--- src/rtl/hazard_sb_if.sv ---
// hazard_sb_if: ID-side request and control-response bundle for hazard_sb.
//   slave  (controller side): receives the ID instruction fields, the stage-1
//          cancel/flow-change strobes; drives stall/kill/issue, bypass
//          selects, halt and busy.
//   master (pipeline side): the mirror image.
interface hazard_sb_if #(
    parameter int ADDR_W = 4,
    parameter int STAGES = 3
);
    logic              id_valid;
    logic              id_re0;
    logic              id_re1;
    logic [ADDR_W-1:0] id_p0_addr;
    logic [ADDR_W-1:0] id_p1_addr;
    logic              id_we;
    logic [ADDR_W-1:0] id_dst_addr;
    logic              id_load;
    logic              id_mc;
    logic              id_hlt;
    logic              ex_cond_fail;
    logic              flow_change;
    logic              stall_id;
    logic              kill_id;
    logic              issue;
    logic [STAGES-1:0] byp0_sel;
    logic [STAGES-1:0] byp1_sel;
    logic              hlt_out;
    logic              busy;

    modport slave (
        input  id_valid, id_re0, id_re1, id_p0_addr, id_p1_addr, id_we,
               id_dst_addr, id_load, id_mc, id_hlt, ex_cond_fail, flow_change,
        output stall_id, kill_id, issue, byp0_sel, byp1_sel, hlt_out, busy
    );

    modport master (
        output id_valid, id_re0, id_re1, id_p0_addr, id_p1_addr, id_we,
               id_dst_addr, id_load, id_mc, id_hlt, ex_cond_fail, flow_change,
        input  stall_id, kill_id, issue, byp0_sel, byp1_sel, hlt_out, busy
    );
endinterface

--- src/rtl/hazard_sb.sv ---
// hazard_sb: scoreboard-based hazard, bypass and flush controller sitting
// beside ID. Tracks every in-flight register writer through STAGES stages
// (stage 1 = EX ... STAGES = WB) and produces ID stall/kill/issue, registered
// one-hot bypass selects per read port, multi-cycle-op stalls and a halt that
// is reported when the halt instruction reaches the last tracked stage.
// Ports:
//   clk, rst  clock and asynchronous active-high reset
//   bus       hazard_sb_if.slave (ID request fields in, control out)
module hazard_sb #(
    parameter int ADDR_W       = 4,
    parameter int STAGES       = 3,
    parameter int LOAD_STAGE   = 2,
    parameter int FLUSH_CYCLES = 2,
    parameter int MC_STALL     = 1
) (
    input logic        clk,
    input logic        rst,
    hazard_sb_if.slave bus
);
    typedef struct packed {
        logic              v;
        logic              we;
        logic [ADDR_W-1:0] dst;
        logic              load;
        logic              hlt;
    } entry_t;

    localparam logic [1:0]        FLUSH_INIT = 2'(FLUSH_CYCLES - 1);
    localparam logic [2:0]        MC_INIT    = 3'(MC_STALL);
    localparam logic [STAGES-1:0] ONE        = {{(STAGES-1){1'b0}}, 1'b1};

    entry_t            sb [1:STAGES];
    logic [1:0]        flush_cnt;
    logic [2:0]        mc_cnt;
    logic              hlt_lat;
    logic              hlt_done;
    logic [STAGES-1:0] sel0, sel1;
    logic [STAGES-1:0] byp0_q, byp1_q;
    logic              haz0, haz1;
    logic              kill, stall, iss;
    logic [STAGES-1:0] vmask;

    function automatic logic hit(input entry_t e, input logic re,
                                 input logic [ADDR_W-1:0] a);
        return e.v && e.we && (e.dst == a) && (a != '0) && re;
    endfunction

    // Walk oldest to youngest so the youngest match overwrites older ones.
    always_comb begin
        sel0 = '0;
        sel1 = '0;
        haz0 = 1'b0;
        haz1 = 1'b0;
        for (int k = STAGES; k >= 1; k--) begin
            if (hit(sb[k], bus.id_re0, bus.id_p0_addr)) begin
                sel0 = ONE << (k - 1);
                haz0 = sb[k].load && (k < LOAD_STAGE);
            end
            if (hit(sb[k], bus.id_re1, bus.id_p1_addr)) begin
                sel1 = ONE << (k - 1);
                haz1 = sb[k].load && (k < LOAD_STAGE);
            end
        end
    end

    // Outputs are forced low while reset is held so a pending hazard or a
    // flow-change strobe cannot leak through during reset.
    assign kill  = ~rst & (bus.flow_change | (flush_cnt != '0));
    assign stall = ~rst & (hlt_lat |
                   (bus.id_valid & ~kill & (haz0 | haz1 | (mc_cnt != '0))));
    assign iss   = ~rst & bus.id_valid & ~stall & ~kill;

    for (genvar g = 1; g <= STAGES; g++) begin : g_vmask
        assign vmask[g-1] = sb[g].v;
    end

    assign bus.stall_id = stall;
    assign bus.kill_id  = kill;
    assign bus.issue    = iss;
    assign bus.byp0_sel = byp0_q;
    assign bus.byp1_sel = byp1_q;
    // Combinational term makes hlt_out rise in the cycle the halt sits in
    // the last stage; hlt_done keeps it sticky afterwards.
    assign bus.hlt_out  = hlt_done | (sb[STAGES].v & sb[STAGES].hlt);
    assign bus.busy     = |vmask;

    always_ff @(posedge clk or posedge rst) begin
        if (rst) begin
            for (int k = 1; k <= STAGES; k++) sb[k] <= '0;
            flush_cnt <= '0;
            mc_cnt    <= '0;
            hlt_lat   <= 1'b0;
            hlt_done  <= 1'b0;
            byp0_q    <= '0;
            byp1_q    <= '0;
        end else begin
            if (iss) sb[1] <= '{v: 1'b1, we: bus.id_we, dst: bus.id_dst_addr,
                                load: bus.id_load, hlt: bus.id_hlt};
            else     sb[1] <= '0;
            for (int k = 2; k <= STAGES; k++) sb[k] <= sb[k-1];
            // Cancelled conditional write: the entry keeps flowing but no
            // longer produces a result anyone may bypass from.
            if (bus.ex_cond_fail) sb[2].we <= 1'b0;

            if (bus.flow_change)      flush_cnt <= FLUSH_INIT;
            else if (flush_cnt != '0) flush_cnt <= flush_cnt - 2'd1;

            if (iss && bus.id_mc)     mc_cnt <= MC_INIT;
            else if (mc_cnt != '0)    mc_cnt <= mc_cnt - 3'd1;

            if (iss && bus.id_hlt)    hlt_lat <= 1'b1;
            hlt_done <= bus.hlt_out;

            byp0_q <= iss ? sel0 : '0;
            byp1_q <= iss ? sel1 : '0;
        end
    end
endmodule

--- src/flat_wrapper.sv ---
// flat-port wrapper written by rule: the top's interface ports become plain ports
module hazard_sb_flat 
#(
    parameter int ADDR_W       = 4,
    parameter int STAGES       = 3,
    parameter int LOAD_STAGE   = 2,
    parameter int FLUSH_CYCLES = 2,
    parameter int MC_STALL     = 1
)
  (clk, rst, bus_id_valid, bus_id_re0, bus_id_re1, bus_id_p0_addr, bus_id_p1_addr, bus_id_we, bus_id_dst_addr, bus_id_load, bus_id_mc, bus_id_hlt, bus_ex_cond_fail, bus_flow_change, bus_stall_id, bus_kill_id, bus_issue, bus_byp0_sel, bus_byp1_sel, bus_hlt_out, bus_busy);
  hazard_sb_if #(.ADDR_W(ADDR_W), .STAGES(STAGES)) bus_i ();
  input logic clk;
  input logic rst;
  input wire logic [$bits(bus_i.id_valid)-1:0] bus_id_valid;
  input wire logic [$bits(bus_i.id_re0)-1:0] bus_id_re0;
  input wire logic [$bits(bus_i.id_re1)-1:0] bus_id_re1;
  input wire logic [$bits(bus_i.id_p0_addr)-1:0] bus_id_p0_addr;
  input wire logic [$bits(bus_i.id_p1_addr)-1:0] bus_id_p1_addr;
  input wire logic [$bits(bus_i.id_we)-1:0] bus_id_we;
  input wire logic [$bits(bus_i.id_dst_addr)-1:0] bus_id_dst_addr;
  input wire logic [$bits(bus_i.id_load)-1:0] bus_id_load;
  input wire logic [$bits(bus_i.id_mc)-1:0] bus_id_mc;
  input wire logic [$bits(bus_i.id_hlt)-1:0] bus_id_hlt;
  input wire logic [$bits(bus_i.ex_cond_fail)-1:0] bus_ex_cond_fail;
  input wire logic [$bits(bus_i.flow_change)-1:0] bus_flow_change;
  output wire logic [$bits(bus_i.stall_id)-1:0] bus_stall_id;
  output wire logic [$bits(bus_i.kill_id)-1:0] bus_kill_id;
  output wire logic [$bits(bus_i.issue)-1:0] bus_issue;
  output wire logic [$bits(bus_i.byp0_sel)-1:0] bus_byp0_sel;
  output wire logic [$bits(bus_i.byp1_sel)-1:0] bus_byp1_sel;
  output wire logic [$bits(bus_i.hlt_out)-1:0] bus_hlt_out;
  output wire logic [$bits(bus_i.busy)-1:0] bus_busy;
  assign bus_i.id_valid = bus_id_valid;
  assign bus_i.id_re0 = bus_id_re0;
  assign bus_i.id_re1 = bus_id_re1;
  assign bus_i.id_p0_addr = bus_id_p0_addr;
  assign bus_i.id_p1_addr = bus_id_p1_addr;
  assign bus_i.id_we = bus_id_we;
  assign bus_i.id_dst_addr = bus_id_dst_addr;
  assign bus_i.id_load = bus_id_load;
  assign bus_i.id_mc = bus_id_mc;
  assign bus_i.id_hlt = bus_id_hlt;
  assign bus_i.ex_cond_fail = bus_ex_cond_fail;
  assign bus_i.flow_change = bus_flow_change;
  assign bus_stall_id = bus_i.stall_id;
  assign bus_kill_id = bus_i.kill_id;
  assign bus_issue = bus_i.issue;
  assign bus_byp0_sel = bus_i.byp0_sel;
  assign bus_byp1_sel = bus_i.byp1_sel;
  assign bus_hlt_out = bus_i.hlt_out;
  assign bus_busy = bus_i.busy;
  hazard_sb #(.ADDR_W(ADDR_W), .STAGES(STAGES), .LOAD_STAGE(LOAD_STAGE), .FLUSH_CYCLES(FLUSH_CYCLES), .MC_STALL(MC_STALL)) u_core (.clk(clk), .rst(rst), .bus(bus_i));
endmodule
--- config.mk ---
export PLATFORM = sky130hd
export DESIGN_NAME = hazard_sb_flat
export DESIGN_NICKNAME = d
export VERILOG_FILES = /design/src/rtl/hazard_sb_if.sv /design/src/rtl/hazard_sb.sv /design/src/flat_wrapper.sv
export SDC_FILE = /design/constraint.sdc
export NUM_CORES = 1
export LEC_CHECK = 0
export CELL_PAD_IN_SITES_DETAIL_PLACEMENT = 1
export CELL_PAD_IN_SITES_GLOBAL_PLACEMENT = 2
export CORE_ASPECT_RATIO = 0.7
export CORE_UTILIZATION = 32
export DETAILED_ROUTE_END_ITERATION = 8
export PLACE_DENSITY = 0.88
export SLEW_MARGIN = 20
export SYNTH_ARGS = -nofsm -noshare
export SYNTH_HDL_FRONTEND = slang
export SYNTH_SLANG_ARGS = --single-unit
export TNS_END_PERCENT = 100
--- constraint.sdc ---
create_clock -name clk -period 2.54 [get_ports clk]
set_input_delay 0.508 -clock clk [delete_from_list [all_inputs] [get_ports clk]]
set_output_delay 0.508 -clock clk [all_outputs]
set_load 0.05 [all_outputs]
# Word-level counts from Yosys, hierarchy flattened
# Cells that the tools add are included.
# classes
n_addsub	2
muxes	16
n_bitwise	16
n_eq_ne	6
reduce_logical	30
# op_table
op	count
two-way mux 3 bit	10
== test 4 bit	6
logical AND 1 bit	23
bitwise AND 1 bit	8
two-way mux 8 bit	1
nonzero test 4 bit	2
nonzero test 2 bit	3
bitwise OR 1 bit	5
two-way mux 2 bit	2
two-way mux 1 bit	3
inverter 1 bit	3
nonzero test 3 bit	1
OR reduction 3 bit	1
subtractor 3 x 1 -> 3 bit, second input constant	1
subtractor 2 x 1 -> 2 bit, second input constant	1
# totals
register_bits	35
input_bits	23
out_inout_bits	11
elab_cells	89

# Logic depth before layout (Yosys ltp)
# depth
depth_word	15
depth_mapped	9
depth_no_buf	7

# Worst setup path before layout
# OpenSTA, ideal clock, no wires.
# synth_timing
path_kind	in2out
start	in bus_id_p1_addr[0]
end	out bus_stall_id
path_stages	5
slack_ps	-334
t_required_ps	2032
arrival_time_ps	2366
path_buffers	0
path_cell_list	xnor2_1 > nand4_1 > nor3_1 > nor2_1 > o31ai_1
# synth_between
elab_chain_len	10
elab_cells_between_ends	11
cone_classes	eq/ne (1); mux (1); bitwise (5); reduce/logical (4)
# synth_rtl
item	line_no	source
start: declaration	flat_wrapper.sv:18	input wire logic [$bits(bus_i.id_p1_addr)-1:0] bus_id_p1_addr;
== test 4 bit	hazard_sb.sv:45	return e.v && e.we && (e.dst == a) && (a != '0) && re;
logical AND 1 bit	hazard_sb.sv:45	
logical AND 1 bit (*) (2 in a row)	hazard_sb.sv:45	
two-way mux 1 bit (*)	hazard_sb.sv:59	if (hit(sb[k], bus.id_re1, bus.id_p1_addr)) begin
bitwise OR 1 bit (*) (2 in a row)	hazard_sb.sv:70	(bus.id_valid & ~kill & (haz0 | haz1 | (mc_cnt != '0))));
bitwise AND 1 bit (*)	hazard_sb.sv:70	
bitwise OR 1 bit (*)	hazard_sb.sv:69	assign stall = ~rst & (hlt_lat |
bitwise AND 1 bit (*)	hazard_sb.sv:69	
end: declaration	flat_wrapper.sv:26	output wire logic [$bits(bus_i.stall_id)-1:0] bus_stall_id;
# Every way passes the cells marked *; elsewhere a longest branch is shown, timed or not.

# Worst setup path after layout
# layout_timing
start	in bus_id_p0_addr[0]
end	out bus_stall_id
# layout_between
elab_chain_len	10
elab_cells_between_ends	11
cone_classes	eq/ne (1); mux (1); bitwise (5); reduce/logical (4)
# layout_rtl
item	line_no	source
start: declaration	flat_wrapper.sv:17	input wire logic [$bits(bus_i.id_p0_addr)-1:0] bus_id_p0_addr;
== test 4 bit	hazard_sb.sv:45	
logical AND 1 bit	hazard_sb.sv:45	
logical AND 1 bit (*) (2 in a row)	hazard_sb.sv:45	
two-way mux 1 bit (*)	hazard_sb.sv:55	if (hit(sb[k], bus.id_re0, bus.id_p0_addr)) begin
bitwise OR 1 bit (*) (2 in a row)	hazard_sb.sv:70	
bitwise AND 1 bit (*)	hazard_sb.sv:70	
bitwise OR 1 bit (*)	hazard_sb.sv:69	
bitwise AND 1 bit (*)	hazard_sb.sv:69	
# Marked as above.

==> flow_summary.toml <==
[setup_path]
crit_path_start = "bus_id_p0_addr[0]"
worst_setup_path_start_kind = "input port"
crit_path_end_kind = "output port"
crit_end = "bus_stall_id"
crit_arrival_ps = 2020
worstReg2RegEnd = "u_core.bus.byp1_sel[1]"
worst-endpoint-required_ps = 2030
r2r_start = "u_core.flush_cnt[0]"
worst-r2r-cell-count = 8
critPathMaxFanout = 3
crit_type = "input port to output port"
ff2ff_setup_slack_ps = 370

[floorplanning]
core-area_mm2 = 0.00481
io_pins = 34
fp.dieArea_mm2 = 0.00530
die_w_um = 86.6
start_util_pct = 33.4
die_h_um = 61.2
rows = 21

[hold_path]
min_path_type = "flop to flop"

[synthesis]
ys_seq_area_share_pct = 54.6
synth-warning-count = 0
synth_top_cell_by_area = "dfrtp_1"
syn_inst = 145
synth_top_area_share_pct = 54.6
synth_fp_nets = 171
synth_area_mm2 = 0.00160
postSynthAreaPerCell_um2 = 11.1
yosys-top-cells-area = "dfrtp_1, xnor2_1, xor2_1"
yosysUniqueCellTypes = 37
ys_ff_latch = 35

[timing]
period_needed_ps = 2520
hold_violations = 0
fmax_ghz = 0.396
rsz0062_at_grt = "yes"
worstMarginPinSlew_ps = 499
fin_hold_ws_ps = 377
setup_viol = 0
drv_slew = 0
clock-skew-final_ps = 7.43
finalCritPeriodShare_pct = 99.4
relSlewSlack_pct = 66.6
tns_ps = 0

[pwr]
clock_power_share_pct = 33.3
power.density_mw_per_mm2 = 660
combPwrFrac_pct = 25.5
p_int_w = 0.00108
switching_share_pct = 30.4
power_leakage_nw = 1.10
seqPwrFrac_pct = 41.2
p_switching_w = 0.000470
ir_worst_vdd_mv = 0.421

[finish]
syn2layout_area_growth_pct = 46.0
fin_nets = 229
drive_gt1_share_pct = 22.5
final_cell_count_no_fill = 273
antenna_cells = 0

[clocking]
clock_latency_ps = 290
cts_tree = "built"
hold_buffers = 0
clk_pin_slew_ps = 80
cts_buffer_depth = 2
clock-sinks = 35
h-tree-depth = 2
cts_root_buf = "clkbuf_8"
cts_inserted_buffers = 5

[global_route]
grt_max_degree = 36
antenna_found_initial = 0
grt_pass1_wl_mm = 7.29
track_usage_pct = 19.1
grt_pass1_vias = 1441
grt_overflow_total = 0

[route]
via_per_inst = 4.73
vias = 1292
wire_per_inst_um = 16.3
drc_errors = 2
route.final.wire_length_mm = 4.45
drt-pass1-iter-count = 6
drtIter0Drc = 37
ant_nets = 0

[place]
dp_cells = 263
gp_congestion = 0.870
io_buffers = 33
hpwl_mm = 3.33

[outcome]
status = "finished, violations left"
violations = "DRC"

[run]
drv_cap = 0
## power groups by stage
stage | clock (W) | sequential (W) | combinational (W)
final | 0.000515 | 0.000637 | 0.000395
after global routing | 0.000557 | 0.000645 | 0.000440
after global placement | 0 | 0.000641 | 0.000359
after CTS | 0.000527 | 0.000636 | 0.000399
after floorplan | 0 | 0.000637 | 0.000243
after detailed placement | 0 | 0.000647 | 0.000398
## critical path, cell delays in order
cell	delay (ps)
dlygate4sd2_1	270
xnor2_1	240
and4_1	280
and3_4	210
nor2_2	50
o31ai_2	280
buf_12	180
## synthesized netlist by cell type, drive strengths merged
cell type / count
dfrtp: 35
xnor2: 15
inv: 10
nor2: 10
xor2: 10
nor3: 9
a21oi: 7
and3: 7
nand2: 6
nand3: 4
nand4: 4
ha: 3
nor4: 3
o21ai: 3
a31oi: 2
or3: 2
a211o: 1
a21o: 1
and2: 1
and4: 1
buf: 1
clkbuf: 1
nand4bb: 1
nor2b: 1
nor3b: 1
o2111a: 1
o211a: 1
o21bai: 1
o31ai: 1
o41a: 1
or4: 1
## worst min-delay path by stage
stage	end	from	depth (start not counted)
floorplan	u_core.sb[0]	u_core.sb[8]	0
global placement	u_core.sb[8]	u_core.sb[16]	0
detailed placement	u_core.sb[6]	u_core.sb[14]	0
CTS	u_core.sb[6]	u_core.sb[14]	0
global route	u_core.sb[8]	u_core.sb[16]	0
finish	u_core.sb[6]	u_core.sb[14]	0
## metrics by stage
stage	power (W)	cell area, µm²	utilization [%]	setup WS [ps]
CTS	0.00156	2320	48.3	55.7
floorplan	0.000880	1610	-	32.8
global route	0.00164	2340	48.7	-101
global placement	0.000999	2180	45.4	-182
detailed placement	0.00104	2180	45.4	-310
finish	0.00155	2340	48.7	16.2
## state kept, by name, summed over array words and instances, names as in the netlist
signal / count
u_core.hlt_lat: 1
u_core.bus.byp1_sel: 3
u_core.flush_cnt: 2
u_core.bus.byp0_sel: 3
u_core.hlt_done: 1
u_core.mc_cnt: 3
u_core.sb: 22
## per-layer routing
layer	share of wire (%)	vias to the layer above	GRT usage, %
met5	0	-	0
met4	1.2	0	6.43
met3	3.4	7	4.69
met2	51	25	35.8
met1	44	641	22.1
li1	-	619	-
## logic make-up after synthesis
logic type / Yosys count / share of synthesized area (%)
fa+ha+maj: 3 / 2.34
simple gates: 51 / 18.4
flops: 35 / 54.6
buf+inv: 12 / 2.89
xor+xnor: 25 / 13.7
compound gates: 19 / 8.11
## cells in the final DEF (no fill, tap or decap), types with 2 or more instances in the layout
master and instances:
and3_1 6, buf_12 3, nand4_1 4, nor3_2 2, a31oi_1 2, buf_4 20, nand2_1 5, dlygate4sd2_1 9
xnor2_2 2, nor4_1 2, clkdlybuf4s50_1 21, nor2_2 3, clkbuf_8 5, nor3_1 7, dfrtp_1 35, a21oi_1 6
ha_1 3, nor2_1 7, xor2_1 10, inv_1 10, nand3_1 4, xnor2_1 13
## cell type report
cell class              instances  area (µm²)
multi-input cells              98         731
clock inverters                 3        43.8
well taps                      69        86.3
flip-flops and latches         35         876
repair buffers                 53         499
fillers                       545        2470
inverters                      10        37.5
clock buffers                   5        68.8
## timing repair
| item | in CTS | in global routing |
|---|---|---|
| resized for setup | 14 | 4 |
| endpoints found under the setup margin | 2 | 2 |
| pin swaps | 8 | 3 |
| setup buffers | 2 | 0 |
| endpoints found under the hold margin | 0 | 0 |
No activity file was read; power rests on OpenSTA's default activity.
